## config.mk

```make
export PLATFORM = sky130hd
export DESIGN_NAME = clk_gen_freq_meter
export DESIGN_NICKNAME = d
export VERILOG_FILES = /design/src/rtl/clk_gen_pkg.sv /design/src/rtl/clk_gen_edge_sync.sv /design/src/rtl/clk_gen_freq_meter.sv
export SDC_FILE = /design/constraint.sdc
export NUM_CORES = 1
export LEC_CHECK = 0
export CELL_PAD_IN_SITES_DETAIL_PLACEMENT = 0
export CELL_PAD_IN_SITES_GLOBAL_PLACEMENT = 1
export CORE_MARGIN = 5
export CORE_UTILIZATION = 46
export CTS_BUF_LIST = sky130_fd_sc_hd__clkbuf_8 sky130_fd_sc_hd__clkbuf_16
export DETAILED_ROUTE_END_ITERATION = 16
export GPL_TIMING_DRIVEN = 0
export PLACE_DENSITY = 0.82
export SLEW_MARGIN = 15
export SYNTH_ARGS = -nofsm -noshare
export SYNTH_HDL_FRONTEND = slang
export SYNTH_SLANG_ARGS = --single-unit
```

## constraint.sdc

```tcl
create_clock -name clk -period 3.55 [get_ports clk]
set_input_delay 0.71 -clock clk [delete_from_list [all_inputs] [get_ports clk]]
set_output_delay 0.71 -clock clk [all_outputs]
set_load 0.01 [all_outputs]
```

## src/rtl/clk_gen_pkg.sv

```systemverilog
// Shared types and default widths for the
// clk_gen ring-oscillator frequency meter.
package clk_gen_pkg;

  localparam int CNT_W_DEF = 16;
  localparam int WIN_W_DEF = 16;

  typedef enum logic [1:0] {
    ST_IDLE,
    ST_ARM,
    ST_MEASURE,
    ST_POST
  } meter_state_e;

endpackage

```

## src/rtl/clk_gen_edge_sync.sv

```systemverilog
// Multi-flop synchronizer plus delay flop;
// flags a rising edge of an async input.
module clk_gen_edge_sync #(
  parameter int SYNC_STAGES = 2
) (
  input  logic clk,
  input  logic reset_n,
  input  logic async_in,
  output logic rise_o
);

  logic [SYNC_STAGES-1:0] sync_q;
  logic                   delay_q;

  always_ff @(posedge clk or negedge reset_n) begin
    if (!reset_n) begin
      sync_q  <= '0;
      delay_q <= 1'b0;
    end else begin
      sync_q  <= {sync_q[SYNC_STAGES-2:0], async_in};
      delay_q <= sync_q[SYNC_STAGES-1];
    end
  end

  assign rise_o = sync_q[SYNC_STAGES-1] & ~delay_q;

endmodule

```

## src/rtl/clk_gen_freq_meter.sv

```systemverilog
// Gated edge counter: counts osc_in rising edges
// over a programmable window of clk cycles.
module clk_gen_freq_meter
  import clk_gen_pkg::*;
#(
  parameter int CNT_W       = CNT_W_DEF,
  parameter int WIN_W       = WIN_W_DEF,
  parameter int SYNC_STAGES = 2
) (
  input  logic             clk,
  input  logic             reset_n,
  input  logic             osc_in,
  input  logic             start_i,
  input  logic [WIN_W-1:0] window_i,
  output logic             busy_o,
  output logic             done_o,
  output logic [CNT_W-1:0] count_o,
  output logic             overflow_o
);

  localparam int ARM_W = $clog2(SYNC_STAGES + 2);
  localparam logic [ARM_W-1:0] ARM_LAST = ARM_W'(SYNC_STAGES);
  localparam logic [CNT_W-1:0] CNT_MAX  = '1;
  localparam logic [WIN_W-1:0] WIN_ONE  = WIN_W'(1);

  meter_state_e     state_q, state_d;
  logic [ARM_W-1:0] arm_cnt;
  logic [WIN_W-1:0] win_cnt;
  logic [CNT_W-1:0] edge_cnt, edge_d;
  logic             ovf_q, ovf_d;
  logic             rise, cnt_sat;

  clk_gen_edge_sync #(
    .SYNC_STAGES(SYNC_STAGES)
  ) u_sync (
    .clk     (clk),
    .reset_n (reset_n),
    .async_in(osc_in),
    .rise_o  (rise)
  );

  assign cnt_sat = (edge_cnt == CNT_MAX);
  assign edge_d  = (rise && !cnt_sat) ? edge_cnt + 1'b1 : edge_cnt;
  assign ovf_d   = ovf_q | (rise & cnt_sat);

  always_comb begin
    state_d = state_q;
    unique case (state_q)
      ST_IDLE:
        if (start_i) state_d = ST_ARM;
      ST_ARM:
        if (arm_cnt == ARM_LAST)
          state_d = (win_cnt == '0) ? ST_POST : ST_MEASURE;
      ST_MEASURE:
        if (win_cnt == WIN_ONE) state_d = ST_POST;
      ST_POST:
        state_d = ST_IDLE;
      default:
        state_d = ST_IDLE;
    endcase
  end

  always_ff @(posedge clk or negedge reset_n) begin
    if (!reset_n) state_q <= ST_IDLE;
    else          state_q <= state_d;
  end

  always_ff @(posedge clk or negedge reset_n) begin
    if (!reset_n) begin
      arm_cnt  <= '0;
      win_cnt  <= '0;
      edge_cnt <= '0;
      ovf_q    <= 1'b0;
    end else begin
      unique case (state_q)
        ST_IDLE:
          if (start_i) begin
            arm_cnt  <= '0;
            win_cnt  <= window_i;
            edge_cnt <= '0;
            ovf_q    <= 1'b0;
          end
        ST_ARM:
          arm_cnt <= arm_cnt + 1'b1;
        ST_MEASURE: begin
          win_cnt  <= win_cnt - 1'b1;
          edge_cnt <= edge_d;
          ovf_q    <= ovf_d;
        end
        default: ;
      endcase
    end
  end

  // result lands on entry to POST so it is valid alongside done_o
  always_ff @(posedge clk or negedge reset_n) begin
    if (!reset_n) begin
      count_o    <= '0;
      overflow_o <= 1'b0;
    end else if (state_d == ST_POST) begin
      if (state_q == ST_MEASURE) begin
        count_o    <= edge_d;
        overflow_o <= ovf_d;
      end else if (state_q == ST_ARM) begin
        count_o    <= '0;
        overflow_o <= 1'b0;
      end
    end
  end

  assign busy_o = (state_q == ST_ARM) || (state_q == ST_MEASURE);
  assign done_o = (state_q == ST_POST);

endmodule

```

### After elaboration in Yosys (flattened, before gate mapping)

Cells that the tools add are included.

* bits in registers: 57
* input bits: 20
* word-level logic and storage cells: 53

* $add $sub $neg: 3
* equality and inequality tests: 8
* muxes and demuxes: 18
* bitwise gates (word level): 4
* reductions and logical operators: 11

Operators with widths (count)
* 2-to-1 mux 16 bit: 5
* one-hot mux 16 bit (2 select lines): 2
* adder 16 x 1 -> 16 bit, second input constant: 1
* equality test 16 x 1 -> 1 bit, second input constant: 1
* equality test 16 bit, second input constant: 1
* zero test 16 bit: 1
* subtractor 16 x 1 -> 16 bit, second input constant: 1
* equality test 2 bit, second input constant: 4
* 2-to-1 mux 2 bit: 4
* one-hot mux 2 bit (4 select lines): 1
* AND reduction 2 bit: 3
* nonzero test 2 bit: 3
* 2-to-1 mux 1 bit: 4
* one-hot mux 2 bit (2 select lines): 1
* adder 2 x 1 -> 2 bit, second input constant: 1
* AND 1 bit: 2
* equality test 2 x 1 -> 1 bit, second input constant: 1
* zero test 2 bit: 1
* inequality test 2 bit, second input constant: 1
* one-hot mux 1 bit (2 select lines): 1
* logical AND 1 bit: 1
* zero test 1 bit: 1
* logical OR 1 bit: 1
* inverter 1 bit: 1
* OR 1 bit: 1

### Longest topological paths before layout

* word-level depth: 6
* depth in mapped cells: 10
* gate-level depth less buffers: 7

### By module

From an unflattened synthesis, not the netlist that was laid out.

* cells, all modules: 368
* area, all modules: 3373.2 um2

By module, submodules not included
* clk_gen_freq_meter: times used 1, cells an instance 364, area each 3284.4 um2, sequential area each 1351.3 um2
* clk_gen_edge_sync: times used 1, cells an instance 4, area each 88.8 um2, sequential area each 75.1 um2

### Least setup slack after synthesis

Ideal clock, no wire load.

* kind: register to register
* start point: register win_cnt[4]
* end point: register count_o[14]
* arrival time: 2.193 ns
* data required time: 3.425 ns
* slack: 1.232 ns
* stages on the path, launching flop included: 8
* buffers on the path: 2
* cell sequence: dfrtp_1 -> or4_4 -> or3_1 -> o21ai_1 -> and3_1 -> buf_6 -> buf_12 -> mux2_4

* longest elaborated chain between the ends: 6

RTL lines
* start, declared: RTL line clk_gen_freq_meter.sv:28 `logic [WIN_W-1:0] win_cnt;`
* start signal, assigned: RTL line clk_gen_freq_meter.sv:79 `win_cnt <= window_i;`
* start signal, assigned: RTL line clk_gen_freq_meter.sv:86 `win_cnt <= win_cnt - 1'b1;`
* zero test 16 bit: RTL line clk_gen_freq_meter.sv:53 `state_d = (win_cnt == '0) ? ST_POST : ST_MEASURE;`
* 2-to-1 mux 1 bit: RTL line clk_gen_freq_meter.sv:53
* 2-to-1 mux 2 bit: RTL line clk_gen_freq_meter.sv:52 `if (arm_cnt == ARM_LAST)`
* one-hot mux 2 bit (4 select lines) *: RTL line clk_gen_freq_meter.sv:48 `unique case (state_q)`
* net state_d[0]: RTL line clk_gen_freq_meter.sv:26 `meter_state_e state_q, state_d;`
* equality test 2 bit *: RTL line clk_gen_freq_meter.sv:100 `end else if (state_d == ST_POST) begin`
* AND reduction 2 bit (no line) *
* end signal, assigned: RTL line clk_gen_freq_meter.sv:102 `count_o <= edge_d;`
* end, declared: RTL line clk_gen_freq_meter.sv:17 `output logic [CNT_W-1:0] count_o,`

The timed path passes the listed nets; every way through them passes the cells marked *.
A chain may end at the register's enable or synchronous reset.

### Worst setup path in the final report

* start point: register edge_cnt[12]
* end point: register count_o[3]

* longest elaborated chain between the ends: 5

RTL lines
* start, declared: RTL line clk_gen_freq_meter.sv:29 `logic [CNT_W-1:0] edge_cnt, edge_d;`
* start signal, assigned: RTL line clk_gen_freq_meter.sv:87 `edge_cnt <= edge_d;`
* equality test 16 bit: RTL line clk_gen_freq_meter.sv:42 `assign cnt_sat = (edge_cnt == CNT_MAX);`
* zero test 1 bit: RTL line clk_gen_freq_meter.sv:43 `assign edge_d = (rise && !cnt_sat) ? edge_cnt + 1'b1 : edge_cnt;`
* logical AND 1 bit: RTL line clk_gen_freq_meter.sv:43
* 2-to-1 mux 16 bit: RTL line clk_gen_freq_meter.sv:43
* 2-to-1 mux 16 bit: RTL line clk_gen_freq_meter.sv:101 `if (state_q == ST_MEASURE) begin`

Every way passes these cells.

==> out/metrics.csv <==
stage,metric,value,unit
floorplan,start_util,46.9,%
yosys,yosys.area.top_type,dfrtp_1,
cells_and_area,finalNetCount,458,
worst_setup_path,cp-end-kind,flop,
yosys,synth.top_cell.area_share,42.2,%
power_and_ir_drop,p_sw,0.989,mW
clock_network,clock_latency,350,ps
floorplan,dieArea,9170,sq um
cells_and_area,utilization,56.3,%
floorplan,coreArea,7210,sq um
worst_setup_path,ff2ff_setup_slack,840,ps
clock_network,postCtsSetupRepairBufs,0,
routing,wl,8870,microns
worst_setup_path,required,3770,ps
yosys,synth_commonest_cells,"57 x dfrtp_1, 37 x o21ai_0, 35 x nand2_1, 24 x a21oi_1, 24 x clkbuf_1",
routing,drt.antenna.violating_nets,0,
yosys,synthCells,380,
yosys,syn_avg_cell_area,8.90,sq um
cells_and_area,diodes,0,
global_route,antenna_found_initial,0,
routing,drc,0,
yosys,synth_nets,409,
placement,io_buffers,38,
global_route,grtUsageTotal,21.1,%
cells_and_area,drive_above_1_share,6.47,%
clock_network,ctsResizeCount,0,
routing,dr.pass1.iters,4,
yosys,async_flop_share,100,%
run,drv_cap,0,
global_route,first_global_vias,2936,
yosys,ys.warnings.count,0,
power_and_ir_drop,switching_share,39.2,%
floorplan,die_y,95.8,microns
global_route,overflow,0,
yosys,synth_area_leaders,"dfrtp_1 42%, mux2i_1 5.9%, o21ai_0 5.5%, nand2_1 3.9%, a21oi_1 3.6%",
power_and_ir_drop,seqPwrFrac,38.3,%
floorplan,io_pins,39,
clock_network,cts_sinks,57,
power_and_ir_drop,ir_drop,0.339,mV
clock_network,root_buffer,clkbuf_8,
floorplan,row_count,31,
routing,drt_iter0_drc,152,
clock_network,clk_pin_slew_worst_paths,60,ps
worst_setup_path,cp.arrival,2920,ps
routing,wl_per_cell,16.7,microns
global_route,grt_start_max_net_pins,58,
timing,maxSlewViolCount,0,
power_and_ir_drop,intPower,1.53,mW
power_and_ir_drop,power,2.52,mW
clock_network,cts_max_level,3,
min_path,hold_depth,0,
timing,min_period_over_period,76.2,%
min_path,min_to,u_sync.sync_q[1]$_DFF_PN0_,
placement,dpl_cell_area,3880,sq um
placement,dpl.hpwl,6190,microns
global_route,grt_pass1_wl,14700,microns
timing,setup_tns,0,ps
cells_and_area,fillCellCount,693,
timing,rsz0062_at_grt,no,
yosys,synth.most_common_cell,dfrtp_1,
timing,fin_skew,9.23,ps
cells_and_area,area.sequential,1430,sq um
timing,period_minus_slack,2710,ps
routing,vias,3044,
min_path,hp-class,reg2reg,
run_status,status,"finished, final reports clean",
worst_setup_path,r2r_cells,7,
power_and_ir_drop,cellPowerDensity,621,nW/um^2
timing,fmax,369,MHz
cells_and_area,syn2layout_area_growth,20.0,%
clock_network,clock_path_buffers,2,
power_and_ir_drop,clkPwrFrac,23.1,%
clock_network,cts_tree,yes,
timing,worst_pin_slew,851,ps
worst_setup_path,r2r_start,edge_cnt[12]$_DFFE_PN0P_,
yosys,synth_edf_count,0,
yosys,seq_area_frac_synth,42.2,%
timing,hold_violations,0,
worst_setup_path,path_class,reg2reg,
yosys,synth-seq-cells,57,
routing,vias_per_cell,5.72,
power_and_ir_drop,combPwrFrac,38.6,%
floorplan,die_w,95.8,microns
cells_and_area,final_area,4060,sq um
min_path,min-delay-start,u_sync.sync_q[0]$_DFF_PN0_,
placement,gp_congestion,0.862,
yosys,synth_ff_type,dfrtp_1,
clock_network,ctsHoldBuffers,0,
yosys,ys_types,51,
worst_setup_path,r2r-end,count_o[3]$_DFFE_PN0P_,
clock_network,cts_buffers,9,
timing,setup_viol,0,
yosys,syn_area,3380,sq um
timing,slew-limit-headroom,42.7,%
cells_and_area,multi_input_area,1750,sq um
worst_setup_path,cp_max_fo,10,
power_and_ir_drop,p_leak,1.65,nW
worst_setup_path,startpoint_type,flop,
critical path, cell delays in order, from the launching register on:
cell,delay [ps]
dfrtp_1,320
clkbuf_1,270
nand4_1,310
nor4_1,810
clkbuf_1,390
nor4_1,70
o21ai_0,280
mux2i_1,130
logic make-up after synthesis:
family	after synthesis	synth area share (%)
AND/OR/NAND/NOR	123	18.7
flip-flops	57	42.2
AO/OA/AOI/OAI	115	21.0
buffers and inverters	48	6.06
multiplexers	28	8.69
adder cells (fa/ha/maj)	9	3.33
per-layer routing:
metal  track usage, %  up-vias  routed length [microns]
met3             5.16       14                      367
met5                0        -                        0
met4             8.53        0                      142
li1                 -     1495                        -
met2             31.6       55                     4100
met1             29.1     1480                     4260
power groups by stage:
| stage | sequential (mW) | clock [mW] | combinational [mW] |
|---|---|---|---|
| after CTS | 0.964 | 0.586 | 0.982 |
| after global routing | 0.993 | 0.623 | 1.09 |
| final | 0.967 | 0.583 | 0.974 |
| after detailed placement | 0.974 | 0 | 0.979 |
| after global placement | 0.966 | 0 | 0.965 |
| after floorplan | 0.968 | 0 | 0.590 |
state kept, by name (all words and copies together), names as in the netlist:
name / flops
u_sync.sync_q: 2
u_sync.delay_q: 1
state_q: 2
win_cnt: 16
ovf_q: 1
overflow_o: 1
count_o: 16
edge_cnt: 16
arm_cnt: 2
per-stage QoR:
step | worst slack [ps] | hold slack, ps | instances
global route | 559 | 378 | 532
detailed placement | 929 | 339 | 517
global placement | -85.1 | 339 | 517
CTS | 938 | 357 | 532
finish | 844 | 354 | 532
floorplan | 1230 | 331 | 380
cell usage in the layout (no fill, tap or decap), types with 11 or more instances in the layout:
master and count:
clkbuf_1 24, nor2_1 18, a21oi_1 24, o21ai_0 37, o22ai_1 11, dfrtp_1 57, mux2i_1 20, nor3_1 14
nand2_1 35, inv_1 22, clkdlybuf4s50_1 37
worst max-delay path by stage:
stage | startpoint | endpoint | slack, ps
after floorplan | win_cnt[4]$_DFFE_PN0P_ | count_o[14]$_DFFE_PN0P_ | 1230
after global placement | reset_n | win_cnt[5]$_DFFE_PN0P_ | -90
after detailed placement | start_i | edge_cnt[15]$_DFFE_PN0P_ | 930
after CTS | edge_cnt[0]$_DFFE_PN0P_ | count_o[3]$_DFFE_PN0P_ | 940
after global routing | edge_cnt[12]$_DFFE_PN0P_ | count_o[3]$_DFFE_PN0P_ | 560
final | edge_cnt[12]$_DFFE_PN0P_ | count_o[3]$_DFFE_PN0P_ | 840
layout make-up:
cell class	instances	share of cell area (%)
Clock buffer	9	3.05
Multi-Input combinational cell	275	43.1
Inverter	20	1.85
Timing Repair Buffer	38	9.30
Buffer	28	3.20
Tap cell	99	3.05
Clock inverter	6	1.29
Sequential cell	57	35.1
No activity file was read; power rests on OpenSTA's default activity.
